==> src/rtl/register_file_nbit_pkg.sv <==
// Shared constants, address-width helper and per-cell op-select encoding for
// the register file slice.
package regfile_pkg;

  localparam int REGFILE_N_DEF     = 8;
  localparam int REGFILE_DEPTH_DEF = 4;

  typedef enum logic [1:0] {
    OP_HOLD = 2'd0,
    OP_LOAD = 2'd1,
    OP_INC  = 2'd2,
    OP_DEC  = 2'd3
  } op_e;

  function automatic int clog2(input int value);
    int r;
    r = 0;
    for (int i = 0; i < 31; i++) begin
      if ((1 << i) < value) r = i + 1;
    end
    return r;
  endfunction

  // A single-register file still needs a one-bit index.
  function automatic int addr_width(input int depth);
    return (clog2(depth) < 1) ? 1 : clog2(depth);
  endfunction

endpackage

==> src/rtl/register_file_nbit_if.sv <==
// Port bundle for register_file_nbit: write, two read and one inc/dec port.
interface register_file_nbit_if #(
  parameter int N     = 8,
  parameter int DEPTH = 4
);
  import regfile_pkg::*;

  localparam int AW = addr_width(DEPTH);

  // No handshake: every command (we, inc, dec) is a single-cycle strobe sampled
  // on the rising clock edge and is always accepted; reads are combinational.
  logic          we;
  logic [AW-1:0] waddr;
  logic [N-1:0]  wdata;
  logic [AW-1:0] ra_addr;
  logic [N-1:0]  ra_data;
  logic [AW-1:0] rb_addr;
  logic [N-1:0]  rb_data;
  logic          inc;
  logic          dec;
  logic [AW-1:0] iaddr;
  logic          iwrap;

  modport master (
    output we, waddr, wdata, ra_addr, rb_addr, inc, dec, iaddr,
    input  ra_data, rb_data, iwrap
  );

  modport slave (
    input  we, waddr, wdata, ra_addr, rb_addr, inc, dec, iaddr,
    output ra_data, rb_data, iwrap
  );

endinterface

==> src/rtl/register_file_nbit_cell.sv <==
// One N-bit register with hold/load/inc/dec op select and a registered flag
// that marks an inc/dec that wrapped modulo 2^N.
module regfile_cell
  import regfile_pkg::*;
#(
  parameter int N = 8
) (
  input  logic         clk,
  input  logic         rst,
  input  op_e          op_i,
  input  logic [N-1:0] load_data_i,
  output logic [N-1:0] q_o,
  output logic         wrap_o
);

  localparam logic [N-1:0] ONE = N'(1);

  logic [N-1:0] q_q, q_d;
  logic         wrap_q, wrap_d;

  always_comb begin
    q_d    = q_q;
    wrap_d = 1'b0;
    case (op_i)
      OP_LOAD: q_d = load_data_i;
      OP_INC: begin
        q_d    = q_q + ONE;
        wrap_d = &q_q;
      end
      OP_DEC: begin
        q_d    = q_q - ONE;
        wrap_d = ~|q_q;
      end
      default: ;
    endcase
  end

  always_ff @(posedge clk or posedge rst) begin
    if (rst) begin
      q_q    <= '0;
      wrap_q <= 1'b0;
    end else begin
      q_q    <= q_d;
      wrap_q <= wrap_d;
    end
  end

  assign q_o    = q_q;
  assign wrap_o = wrap_q;

endmodule

==> src/rtl/register_file_nbit.sv <==
// DEPTH x N register file with in-place inc/dec and registered wrap flag.
// Optional same-cycle write forwarding to the read ports: REGFILE_WRITE_BYPASS_EN.
module register_file_nbit
  import regfile_pkg::*;
#(
  parameter int N     = REGFILE_N_DEF,
  parameter int DEPTH = REGFILE_DEPTH_DEF
) (
  input  logic                  clk,
  input  logic                  rst,
  register_file_nbit_if.slave   bus
);

  localparam int AW = addr_width(DEPTH);

`ifdef REGFILE_WRITE_BYPASS_EN
  localparam bit BYPASS_EN = 1'b1;
`else
  localparam bit BYPASS_EN = 1'b0;
`endif

  logic [N-1:0]     regs [DEPTH];
  logic [DEPTH-1:0] wrap;
  logic [DEPTH-1:0] wr_hit;
  logic             incdec_one;
  logic [N-1:0]     ra, rb;

  // inc and dec together cancel out and never reach a cell.
  assign incdec_one = bus.inc ^ bus.dec;

  for (genvar i = 0; i < DEPTH; i++) begin : g_cell
    localparam logic [AW-1:0] IDX = AW'(i);
    op_e op_sel;

    assign wr_hit[i] = bus.we && (bus.waddr == IDX);

    // Write wins over inc/dec on the same index, which also suppresses wrap.
    always_comb begin
      op_sel = OP_HOLD;
      if (wr_hit[i]) op_sel = OP_LOAD;
      else if (incdec_one && (bus.iaddr == IDX)) op_sel = bus.inc ? OP_INC : OP_DEC;
    end

    regfile_cell #(.N(N)) u_cell (
      .clk         (clk),
      .rst         (rst),
      .op_i        (op_sel),
      .load_data_i (bus.wdata),
      .q_o         (regs[i]),
      .wrap_o      (wrap[i])
    );
  end

  // Unmatched (out-of-range) addresses fall through to zero.
  always_comb begin
    ra = '0;
    rb = '0;
    for (int i = 0; i < DEPTH; i++) begin
      if (bus.ra_addr == AW'(i)) ra = regs[i];
      if (bus.rb_addr == AW'(i)) rb = regs[i];
    end
    if (BYPASS_EN && (|wr_hit) && (bus.waddr == bus.ra_addr)) ra = bus.wdata;
    if (BYPASS_EN && (|wr_hit) && (bus.waddr == bus.rb_addr)) rb = bus.wdata;
  end

  assign bus.ra_data = ra;
  assign bus.rb_data = rb;
  // At most one cell performs inc/dec per edge, so OR-ing is exact.
  assign bus.iwrap   = |wrap;

endmodule
==> src/flat_wrapper.sv <==
// flat-port wrapper written by rule: the top's interface ports become plain ports
module register_file_nbit_flat import regfile_pkg::*;
#(
  parameter int N     = REGFILE_N_DEF,
  parameter int DEPTH = REGFILE_DEPTH_DEF
)
  (clk, rst, bus_we, bus_waddr, bus_wdata, bus_ra_addr, bus_rb_addr, bus_inc, bus_dec, bus_iaddr, bus_ra_data, bus_rb_data, bus_iwrap);
  register_file_nbit_if #(.N(N), .DEPTH(DEPTH)) bus_i ();
  input  logic clk;
  input  logic rst;
  input wire logic [$bits(bus_i.we)-1:0] bus_we;
  input wire logic [$bits(bus_i.waddr)-1:0] bus_waddr;
  input wire logic [$bits(bus_i.wdata)-1:0] bus_wdata;
  input wire logic [$bits(bus_i.ra_addr)-1:0] bus_ra_addr;
  input wire logic [$bits(bus_i.rb_addr)-1:0] bus_rb_addr;
  input wire logic [$bits(bus_i.inc)-1:0] bus_inc;
  input wire logic [$bits(bus_i.dec)-1:0] bus_dec;
  input wire logic [$bits(bus_i.iaddr)-1:0] bus_iaddr;
  output wire logic [$bits(bus_i.ra_data)-1:0] bus_ra_data;
  output wire logic [$bits(bus_i.rb_data)-1:0] bus_rb_data;
  output wire logic [$bits(bus_i.iwrap)-1:0] bus_iwrap;
  assign bus_i.we = bus_we;
  assign bus_i.waddr = bus_waddr;
  assign bus_i.wdata = bus_wdata;
  assign bus_i.ra_addr = bus_ra_addr;
  assign bus_i.rb_addr = bus_rb_addr;
  assign bus_i.inc = bus_inc;
  assign bus_i.dec = bus_dec;
  assign bus_i.iaddr = bus_iaddr;
  assign bus_ra_data = bus_i.ra_data;
  assign bus_rb_data = bus_i.rb_data;
  assign bus_iwrap = bus_i.iwrap;
  register_file_nbit #(.N(N), .DEPTH(DEPTH)) u_core (.clk(clk), .rst(rst), .bus(bus_i));
endmodule
==> config.mk <==
export PLATFORM = sky130hd
export DESIGN_NAME = register_file_nbit_flat
export DESIGN_NICKNAME = d
export VERILOG_FILES = /design/src/rtl/register_file_nbit_pkg.sv /design/src/rtl/register_file_nbit_if.sv /design/src/rtl/register_file_nbit_cell.sv /design/src/rtl/register_file_nbit.sv /design/src/flat_wrapper.sv
export SDC_FILE = /design/constraint.sdc
export NUM_CORES = 1
export LEC_CHECK = 0
export BUFFER_PORTS_ARGS = -buffer_cell sky130_fd_sc_hd__buf_2
export CAP_MARGIN = 0
export CELL_PAD_IN_SITES_DETAIL_PLACEMENT = 0
export CELL_PAD_IN_SITES_GLOBAL_PLACEMENT = 1
export CORE_UTILIZATION = 35
export CTS_BUF_LIST = sky130_fd_sc_hd__clkbuf_16
export CTS_CLUSTER_SIZE = 8
export DETAILED_ROUTE_END_ITERATION = 16
export GPL_TIMING_DRIVEN = 0
export PLACE_DENSITY_LB_ADDON = 0.1
export SLEW_MARGIN = 40
export SYNTH_ARGS = -nofsm -noshare
export SYNTH_HDL_FRONTEND = slang
export SYNTH_HIERARCHICAL = 1
export SYNTH_SLANG_ARGS = --single-unit
==> constraint.sdc <==
create_clock -name clk -period 4.1 [get_ports clk]
set_input_delay 0.615 -clock clk [delete_from_list [all_inputs] [get_ports clk]]
set_output_delay 0.615 -clock clk [all_outputs]
set_load 0.02 [all_outputs]
[Yosys cells after proc, flatten, opt, wreduce, memory -nomap -nowiden]
Index checks and enable logic that the tools add are counted.
Operators by class
  add/subtract/negate cells: 8
  bitwise gates (word level): 1
  reduce and logical (&&, ||, !) cells: 29
  mux-type cells: 25
  equality and inequality tests: 24
Operators by type and width (number)
  case mux 8 bit (3 select lines): 4
  two-way mux 8 bit: 8
  adder 8 x 1 -> 8 bit (second input constant): 4
  == test 2 bit (second input constant): 16
  AND reduction 8 bit: 4
  OR reduction 8 bit: 4
  subtractor 8 x 1 -> 8 bit (second input constant): 4
  == test 2 x 1 -> 1 bit (second input constant): 8
  two-way mux 2 bit: 8
  nonzero test 3 bit: 4
  logical AND 1 bit: 8
  logical NOT 2 bit: 4
  case mux 1 bit (2 select lines): 4
  logical NOT 1 bit: 4
  OR reduction 4 bit: 1
  two-way mux 1 bit: 1
  bitwise XOR 1 bit: 1
Storage, ports and cells
  output and inout port bits: 17
  logic and storage cells: 95
  input bits: 21
  register bits: 36

[Longest topological paths before layout]
Gate-level depths: netlist of run 1.
  word-level depth: 6
  depth in mapped cells: 12
  mapped depth without buffers: 10

[Hierarchy]
Netlist of run 1, hierarchy kept.
By module, submodules not included
  regfile_cell: cells an instance 102, area each 833.3 um^2, instances 4
  register_file_nbit: cells an instance 41, area each 520.5 um^2, instances 1

[Worst setup path after synthesis of run 1]
Ideal clock, no wire load.
  kind: input port to flip-flop
  start: input port bus_inc
  end: register u_core.g_cell[3].u_cell.q_q[6]
  stages: 11
  data arrival time: 2.673 ns
  slack: 1.347 ns
  path through: nand2b_1 o21ai_0 nand2_2 buf_2 xnor2_1 ha_1 nor2_1 a21oi_1 o21ai_1 o21a_1 nor3_2
Between the ends
  longest elaborated chain between the ends: 6
  elaborated cells on any way between the ends: 10
RTL lines
  start: declaration: RTL line flat_wrapper.sv:16  | input wire logic [$bits(bus_i.inc)-1:0] bus_inc;
  bitwise XOR 1 bit: RTL line register_file_nbit.sv:29  | assign incdec_one = bus.inc ^ bus.dec;
  logical AND 1 bit: RTL line register_file_nbit.sv:41  | else if (incdec_one && (bus.iaddr == IDX)) op_sel = bus.inc ? OP_INC : OP_DEC;
  two-way mux 2 bit (*): RTL line register_file_nbit.sv:41
  two-way mux 2 bit (*): RTL line register_file_nbit.sv:40  | if (wr_hit[i]) op_sel = OP_LOAD;
  named net u_core.g_cell[3].op_sel[0]: RTL line register_file_nbit.sv:33  | op_e op_sel;
  == test 2 bit / == test 2 x 1 -> 1 bit (equally long branches): RTL line register_file_nbit_cell.sv:24  | case (op_i)
  case mux 8 bit (3 select lines) / nonzero test 3 bit (equally long branches)
  end signal: assignment: RTL line register_file_nbit_cell.sv:43  | q_q <= q_d;
  end: declaration: RTL line register_file_nbit_cell.sv:18  | logic [N-1:0] q_q, q_d;
Mark *: on every way through the listed nets, which the timed path passes. The rest lies on a longest branch.
A chain may end at the register's enable or synchronous reset.

[Final worst setup path of run 1]
  start: input port bus_iaddr[0]
  end: register u_core.g_cell[0].u_cell.q_q[6]
Between the ends
  longest elaborated chain between the ends: 6
  elaborated cells on any way between the ends: 9
RTL lines
  start: declaration: RTL line flat_wrapper.sv:18  | input wire logic [$bits(bus_i.iaddr)-1:0] bus_iaddr;
  logical NOT 2 bit (*): RTL line register_file_nbit.sv:41
  logical AND 1 bit (*): RTL line register_file_nbit.sv:41
  two-way mux 2 bit (*): RTL line register_file_nbit.sv:41
  two-way mux 2 bit (*): RTL line register_file_nbit.sv:40
  named net u_core.g_cell[0].op_sel[0]: RTL line register_file_nbit.sv:33
  == test 2 bit / == test 2 x 1 -> 1 bit (equally long branches): RTL line register_file_nbit_cell.sv:24
  case mux 8 bit (3 select lines) / nonzero test 3 bit (equally long branches)
  end signal: assignment: RTL line register_file_nbit_cell.sv:43
  end: declaration: RTL line register_file_nbit_cell.sv:18
Marked as above.

==> flow_summary.json, run 1 <==
{
  "run_status": "completed",
  "worst_path_setup_slack_after_routing_ps": 1130,
  "max_clk_rate_mhz": 337,
  "hold_path_class": "primary input to asynchronous set/reset pin",
  "rows": 37,
  "routed_wirelength_um": 12500,
  "mappedNetlistNets": 474,
  "synth_cells": 449,
  "timing.final.crit_share": 0.724,
  "cts_setup_buffers": 0,
  "whs_ps": 351,
  "synth_area_leaders": "dfrtp_1 (23%), mux4_2 (9.4%), xnor2_1 (3.9%)",
  "number_of_i_o_pins": 38,
  "worstPathArrival_ps": 3170,
  "cts.htree.levels": 2,
  "ys_types": 48,
  "finalHoldViolCount": 0,
  "synth-seq-area-share": 0.234,
  "slowest_stage": "o21bai_1",
  "worst_setup_hold_path_clk_slew_ps": 60,
  "cts_root_buffer": "clkbuf_16",
  "synth_area_per_cell_um2": 8.58,
  "p_leak_uw": 0.00166,
  "synth.cell_area_um2": 3850,
  "post_dp_cell_area_um2": 4190,
  "globalRouteTotalUtil": 0.230,
  "finalWeightedCongestion": 0.856,
  "grt_start_max_net_pins": 11,
  "powerDensity_nw_per_um2": 370,
  "data_required_time_at_the_worst_endpoint_ps": 4300,
  "timing.critical_path.to_type": "register",
  "dr.first_iter.drc_count": 177,
  "critical_path.most_common_cell": "buf_2",
  "vias": 3627,
  "via_count_of_the_first_global_routing_pass": 3535,
  "post_cts_hold_buffer_count": 0,
  "post_cts_resized": 0,
  "relSlewSlack": 0.512,
  "initial_core_util": 0.367,
  "series_of_cell_instances_along_the_critical_path": "buf_2, or2_2, o21bai_1, nand2_2, buf_2, xnor2_1, ha_1, nor2_1, a21oi_1, o21ai_1, o21a_1, nor3_2",
  "drt.antenna.violating_nets": 0,
  "layout-drive-gt1-share": 0.243,
  "clock_power_share": 0.237,
  "drt-vias-per-instance": 5.80,
  "final.setup.tns_ps": 0,
  "worst_pin_slew_ps": 731,
  "dr.pass1.iters": 4,
  "final_period_minus_worst_setup_slack_ps": 2970,
  "area.growth.synth_to_final_pct": 12.1,
  "power.internal_uw": 949,
  "clk_latency_ps": 280,
  "finish.net_count": 514,
  "critPathLaunchType": "primary input",
  "number_of_synthesized_flops_with_an_enable_pin": 0,
  "routed_wire_length_per_instance_um": 20.0,
  "grt_pass1_wl_um": 19800,
  "warnings_from_yosys": 6,
  "placement.setup.worst_slack_ps": 845,
  "p_comb_frac": 0.445,
  "initial_antenna_violation_count": 0,
  "die-width_um": 107,
  "seq_power_share": 0.318,
  "ys_dominant_reg_cell": "dfrtp_1",
  "switching_share": 0.407,
  "die-height_um": 107,
  "final-setup-viol-count": 0,
  "dp_hpwl_um": 9260,
  "post-synth-top-area-cell": "dfrtp_1",
  "design.core.area_um2": 10500,
  "unrepaired_setup_endpoints_after_global_routing": "no",
  "ys_seq_elements": 36,
  "design.die.area_um2": 11400,
  "largest_buffer_count_on_any_clock_path": 2,
  "tritoncts": "done",
  "async_sr_flop_fraction": 1.00,
  "post_layout_inst_area_um2": 4320,
  "tritoncts_num_sinks": 36,
  "yosysTopAreaCellShare": 0.234,
  "final-max-slew-violation-count": 0,
  "globalRouteOverflowTotal": 0,
  "route.detailed.drc": 0,
  "worst_clock_skew_ps": 8.31,
  "cap_violations": 0,
  "diode_insertion_count_for_antenna_repair": 0,
  "total_switching_power_uw": 651,
  "setup.worst_path.class": "primary input to register",
  "peakVddDrop_v": 0.000223,
  "tritoncts.num_buffers": 5,
  "timing.critical_path.slowest_cell_delay_ps": 500,
  "io_buffer_count": 33,
  "worstPathMaxFanout": 10
}
-- registers in the layout (all words and copies together) (netlist names) --
register / flops
u_core/g_cell.u_cell/wrap_o: 4
u_core/g_cell.u_cell/q_o: 32
-- metrics by stage --
step           cells   util  power (uW)
2_1_floorplan    449      -        1030
3_3_place_gp     618  0.399        1210
3_5_place_dp     618  0.399        1220
4_1_cts          625  0.411        1600
5_1_grt          625  0.411        1710
6_report         625  0.411        1600
-- synth_stat cells (all sizes together), types with 2 or more instances --
| library cell | n |
|---|---|
| nor2 | 28 |
| a21bo | 4 |
| nor4 | 12 |
| o31a | 4 |
| o21a | 4 |
| a21o | 4 |
| mux2i | 8 |
| o221ai | 8 |
| nand3b | 4 |
| ha | 4 |
| o32a | 4 |
| o211ai | 12 |
| o21ai | 33 |
| inv | 30 |
| nand2 | 43 |
| dfrtp | 36 |
| clkbuf | 6 |
| nor3b | 6 |
| buf | 30 |
| a22o | 8 |
| nand4 | 8 |
| nor3 | 13 |
| a21oi | 24 |
| or3 | 12 |
| o2bb2ai | 4 |
| mux4 | 16 |
| o22a | 4 |
| nand2b | 7 |
| nor2b | 8 |
| a311oi | 2 |
| mux2 | 4 |
| xor2 | 4 |
| a2bb2oi | 4 |
| nand3 | 17 |
| and3 | 4 |
| xnor2 | 17 |
| o22ai | 6 |
| a22oi | 4 |
-- metal layers --
metal | track usage | wire length (um) | vias to the layer above
met5 | 0 | 0 | -
met4 | 0.0636 | 238 | 0
met3 | 0.0298 | 569 | 13
met2 | 0.381 | 5880 | 94
met1 | 0.314 | 5780 | 1784
li1 | - | - | 1736
-- area by class of cell --
cell class | instances | area [um2]
Sequential cell | 36 | 901
Fill cell | 1048 | 6190
Multi-Input combinational cell | 347 | 2600
Inverter | 30 | 113
Clock inverter | 2 | 7.51
Timing Repair Buffer | 33 | 165
Clock buffer | 5 | 125
Tap cell | 136 | 170
Buffer | 36 | 238
-- path summary, 6_finish.rpt --
kind,from,to,slack [ps],depth (start not counted)
setup reg to reg,u_core/g_cell[1].u_cell/q_o[1]$_DFFE_PP0P_,u_core/g_cell[1].u_cell/q_o[6]$_DFFE_PP0P_,2250,8
hold / removal,rst,u_core/g_cell[1].u_cell/q_o[4]$_DFFE_PP0P_,350,2
max in group asynchronous,rst,u_core/g_cell[0].u_cell/q_o[1]$_DFFE_PP0P_,3420,2
setup / recovery,bus_iaddr[0],u_core/g_cell[0].u_cell/q_o[6]$_DFFE_PP0P_,1130,12
hold reg to reg,u_core/g_cell[0].u_cell/q_o[7]$_DFFE_PP0P_,u_core/g_cell[0].u_cell/q_o[7]$_DFFE_PP0P_,650,2
min in group clk,u_core/g_cell[0].u_cell/q_o[7]$_DFFE_PP0P_,u_core/g_cell[0].u_cell/q_o[7]$_DFFE_PP0P_,650,2
-- cells in the final DEF, fill, tap and decap left out, types with 5 or more instances in the layout --
| cell type | Yosys | routed |
|---|---|---|
| buf_6 | 10 | 10 |
| inv_1 | 30 | 30 |
| mux4_2 | 16 | 16 |
| nor2_1 | 28 | 28 |
| nand3_1 | 17 | 17 |
| dfrtp_1 | 36 | 36 |
| clkbuf_16 | 0 | 5 |
| or3_1 | 12 | 12 |
| a21oi_1 | 24 | 24 |
| o22ai_1 | 6 | 6 |
| nand2b_1 | 7 | 7 |
| nor3_1 | 9 | 9 |
| xnor2_1 | 17 | 17 |
| o21ai_0 | 21 | 20 |
| mux2i_1 | 8 | 8 |
| a22o_1 | 8 | 8 |
| nand2_1 | 39 | 39 |
| nor4_1 | 8 | 8 |
| nor2b_1 | 8 | 8 |
| nand4_1 | 8 | 8 |
| o211ai_1 | 12 | 12 |
| o21ai_1 | 12 | 13 |
| buf_2 | 20 | 53 |
| o221ai_1 | 8 | 8 |
-- cell families after synthesis --
logic type               share of synthesized area
AND/OR/NAND/NOR                              0.233
multiplexers                                 0.126
AO/OA/AOI/OAI                                0.255
buffers and inverters                       0.0909
XOR/XNOR                                    0.0477
adder cells (fa/ha/maj)                     0.0130
flip-flops                                   0.234
-- power groups by stage --
stage | sequential (uW) | combinational, uW | clock [uW]
2_1_floorplan | 469 | 562 | 0
3_3_place_gp | 514 | 700 | 0
3_5_place_dp | 514 | 709 | 0
4_1_cts | 508 | 712 | 383
5_1_grt | 519 | 786 | 401
6_report | 509 | 712 | 380
-- worst max-delay path: cells and delay by family --
kind | cells | cell delay, ps
buffers and inverters | 2 | 360
AOI/OAI and AO/OA | 4 | 990
adders and majority gates | 1 | 300
xor gates and xnor gates | 1 | 160
and+or+nand+nor | 4 | 760
Power figures use the tool's default switching activity.
==> run 2, diff against run 1 <==
==> constraint.sdc (replaced) <==
create_clock -name clk -period 2.85 [get_ports clk]
set_input_delay 0.4275 -clock clk [delete_from_list [all_inputs] [get_ports clk]]
set_output_delay 0.4275 -clock clk [all_outputs]
set_load 0.02 [all_outputs]
==> run 2 against run 1 <==
  * Clock skew about the same
  * Utilization up 0.25 points
  * Critical path depth up 1
  * Largest power group unchanged
  * Wire length down 0.22%
  * Clock-buffer cell count unchanged
  * Combinational power up 45%
  * Critical path type unchanged
  * Register-to-register slack worse by 1300 ps
  * First-iteration DRC count up 1.7%
==> flow_summary.json, run 2 (synthesized netlist as in run 1, its figures left out) <==
{
  "max_clk_rate_mhz": 380,
  "slowest_stage": "xnor2_1",
  "whs_ps": 162,
  "ff2ff_setup_slack_ps": 1000,
  "final_core_utilization": 0.414,
  "timing.critical_path.slowest_cell_delay_ps": 410,
  "top_library_cells_by_usage_in_the_layout_fill_and_taps_aside": "buf_2 (53), nand2_1 (39), dfrtp_1 (36)",
  "worst-r2r-cell-count": 8,
  "finalHoldViolCount": 0,
  "relSlewSlack": 0.644,
  "die-height_um": 107,
  "design.core.area_um2": 10500,
  "worstPathArrival_ps": 2830,
  "finish.net_count": 514,
  "worstSetupPathDepth": 13,
  "grt_start_max_net_pins": 11,
  "number_of_i_o_pins": 38,
  "endpoint": "u_core/g_cell[0].u_cell/q_o[6]$_DFFE_PP0P_",
  "via_count_of_the_first_global_routing_pass": 3535,
  "route.detailed.drc": 0,
  "run_status": "completed",
  "dr.first_iter.drc_count": 180,
  "final-max-slew-violation-count": 0,
  "worst_setup_hold_path_clk_slew_ps": 60,
  "layout-drive-gt1-share": 0.254,
  "rows": 37,
  "globalRouteTotalUtil": 0.230,
  "worst_clock_skew_ps": 7.91,
  "unrepaired_setup_endpoints_after_global_routing": "yes",
  "tritoncts": "done",
  "setup.worst_path.class": "primary input to register",
  "final_cell_count_no_fill": 625,
  "p_leak_uw": 0.00167,
  "initial_antenna_violation_count": 0,
  "final_common_cell": "buf_2",
  "vias": 3622,
  "routed_wire_length_per_instance_um": 19.9,
  "timing.critical_path.to_type": "register",
  "grt_pass1_wl_um": 19800,
  "launching_point_of_the_worst_reg2reg_path": "u_core/g_cell[1].u_cell/q_o[1]$_DFFE_PP0P_",
  "series_of_cell_instances_along_the_critical_path": "buf_2, xnor2_1, nor3_1, buf_6, nand2_2, buf_2, xnor2_1, ha_1, nor2_1, a21oi_1, o21ai_1, o21a_1, nor3_2",
  "worstPathMaxFanout": 10,
  "routed_wirelength_um": 12400,
  "worst_pin_slew_ps": 533,
  "diode_insertion_count_for_antenna_repair": 0,
  "tritoncts_num_sinks": 36,
  "dr.pass1.iters": 4,
  "area.growth.synth_to_final_pct": 12.8,
  "clk_latency_ps": 280,
  "largest_register_ff_count": 32,
  "dp_hpwl_um": 9260,
  "drt.antenna.violating_nets": 0,
  "drt-vias-per-instance": 5.80,
  "finalWeightedCongestion": 0.856,
  "largest_buffer_count_on_any_clock_path": 2,
  "rr_endpoint": "u_core/g_cell[1].u_cell/q_o[6]$_DFFE_PP0P_",
  "die-width_um": 107,
  "cts_setup_buffers": 0,
  "final-setup-viol-count": 0,
  "cp-startpoint": "bus_dec",
  "power.total_uw": 2310,
  "dp_cells": 618,
  "powerDensity_nw_per_um2": 530,
  "hold_path_class": "primary input to asynchronous set/reset pin",
  "data_required_time_at_the_worst_endpoint_ps": 3050,
  "final_period_minus_worst_setup_slack_ps": 2630,
  "initial_core_util": 0.367,
  "peakVddDrop_v": 0.000323,
  "globalRouteOverflowTotal": 0,
  "cp.buffers_inverters": 3,
  "cap_violations": 0,
  "cts_root_buffer": "clkbuf_16",
  "design.die.area_um2": 11400,
  "cell_family_with_most_cp_delay": "XOR/XNOR gates",
  "critPathLaunchType": "primary input",
  "io_buffer_count": 33,
  "timing.final.crit_share": 0.923,
  "cts.htree.levels": 2,
  "tritoncts.num_buffers": 5
}
==> run 2: cell counts in the layout (fill, tap and decap cells not counted) <==
Identical to the previous run, type by type.
==> run 2: per-stage QoR <==
step	instance area, um2	setup WS, ps	TNS [ps]
after floorplan	3850	284	0
after global placement	4190	-488	-2180
after detailed placement	4190	-218	-1330
after CTS	4320	60.2	0
after global routing	4350	-7.18	-7.18
final	4350	220	0
==> run 2: metal layers <==
layer	vias up	share of wire	routed length, um	track usage
met2	92	0.47	5820	0.381
met4	0	0.022	280	0.0636
li1	1742	-	-	-
met3	15	0.045	556	0.0298
met1	1773	0.47	5790	0.314
met5	-	0	0	0
==> run 2: final cells by class <==
| type | instances | area, um2 |
|---|---|---|
| sequential | 36 | 901 |
| clock inverter | 2 | 7.51 |
| multi-input combinational | 347 | 2630 |
| clock buffer | 5 | 125 |
| inverter | 30 | 113 |
| buffer | 36 | 238 |
| tap | 136 | 170 |
| fill | 1045 | 6160 |
| timing repair buffer | 33 | 165 |
==> run 2: worst min path at each step <==
| stage | start | to | slack (ps) | cells past startpoint |
|---|---|---|---|---|
| floorplan | rst | u_core/g_cell[0].u_cell/q_o[0]$_DFFE_PP0P_ | 260 | 1 |
| global placement | rst | u_core/g_cell[1].u_cell/q_o[4]$_DFFE_PP0P_ | 490 | 2 |
| detailed placement | rst | u_core/g_cell[1].u_cell/q_o[4]$_DFFE_PP0P_ | 480 | 2 |
| CTS | rst | u_core/g_cell[3].u_cell/q_o[0]$_DFFE_PP0P_ | 180 | 2 |
| global route | rst | u_core/g_cell[3].u_cell/q_o[0]$_DFFE_PP0P_ | 190 | 2 |
| finish | rst | u_core/g_cell[1].u_cell/q_o[5]$_DFFE_PP0P_ | 160 | 2 |
==> run 2: worst reg2reg max path, cell delays in order (launching register included) <==
cell     delay (ps)
dfrtp_1         410
buf_2           180
xnor2_1         160
ha_1            280
nor2_1           90
a21oi_1         190
o21ai_1         100
o21a_1          190
nor3_2          170
==> run 2: repair_timing <==
item,CTS,global route
setup endpoints to repair,0,8
gates resized for setup,0,5
hold buffers,0,0
hold endpoints to repair,0,0
==> run 2: report_power, final <==
part / switching (uW) / internal (uW)
registers: 146 / 585
clock network: 233 / 314
logic: 559 / 468
total: 939 / 1370
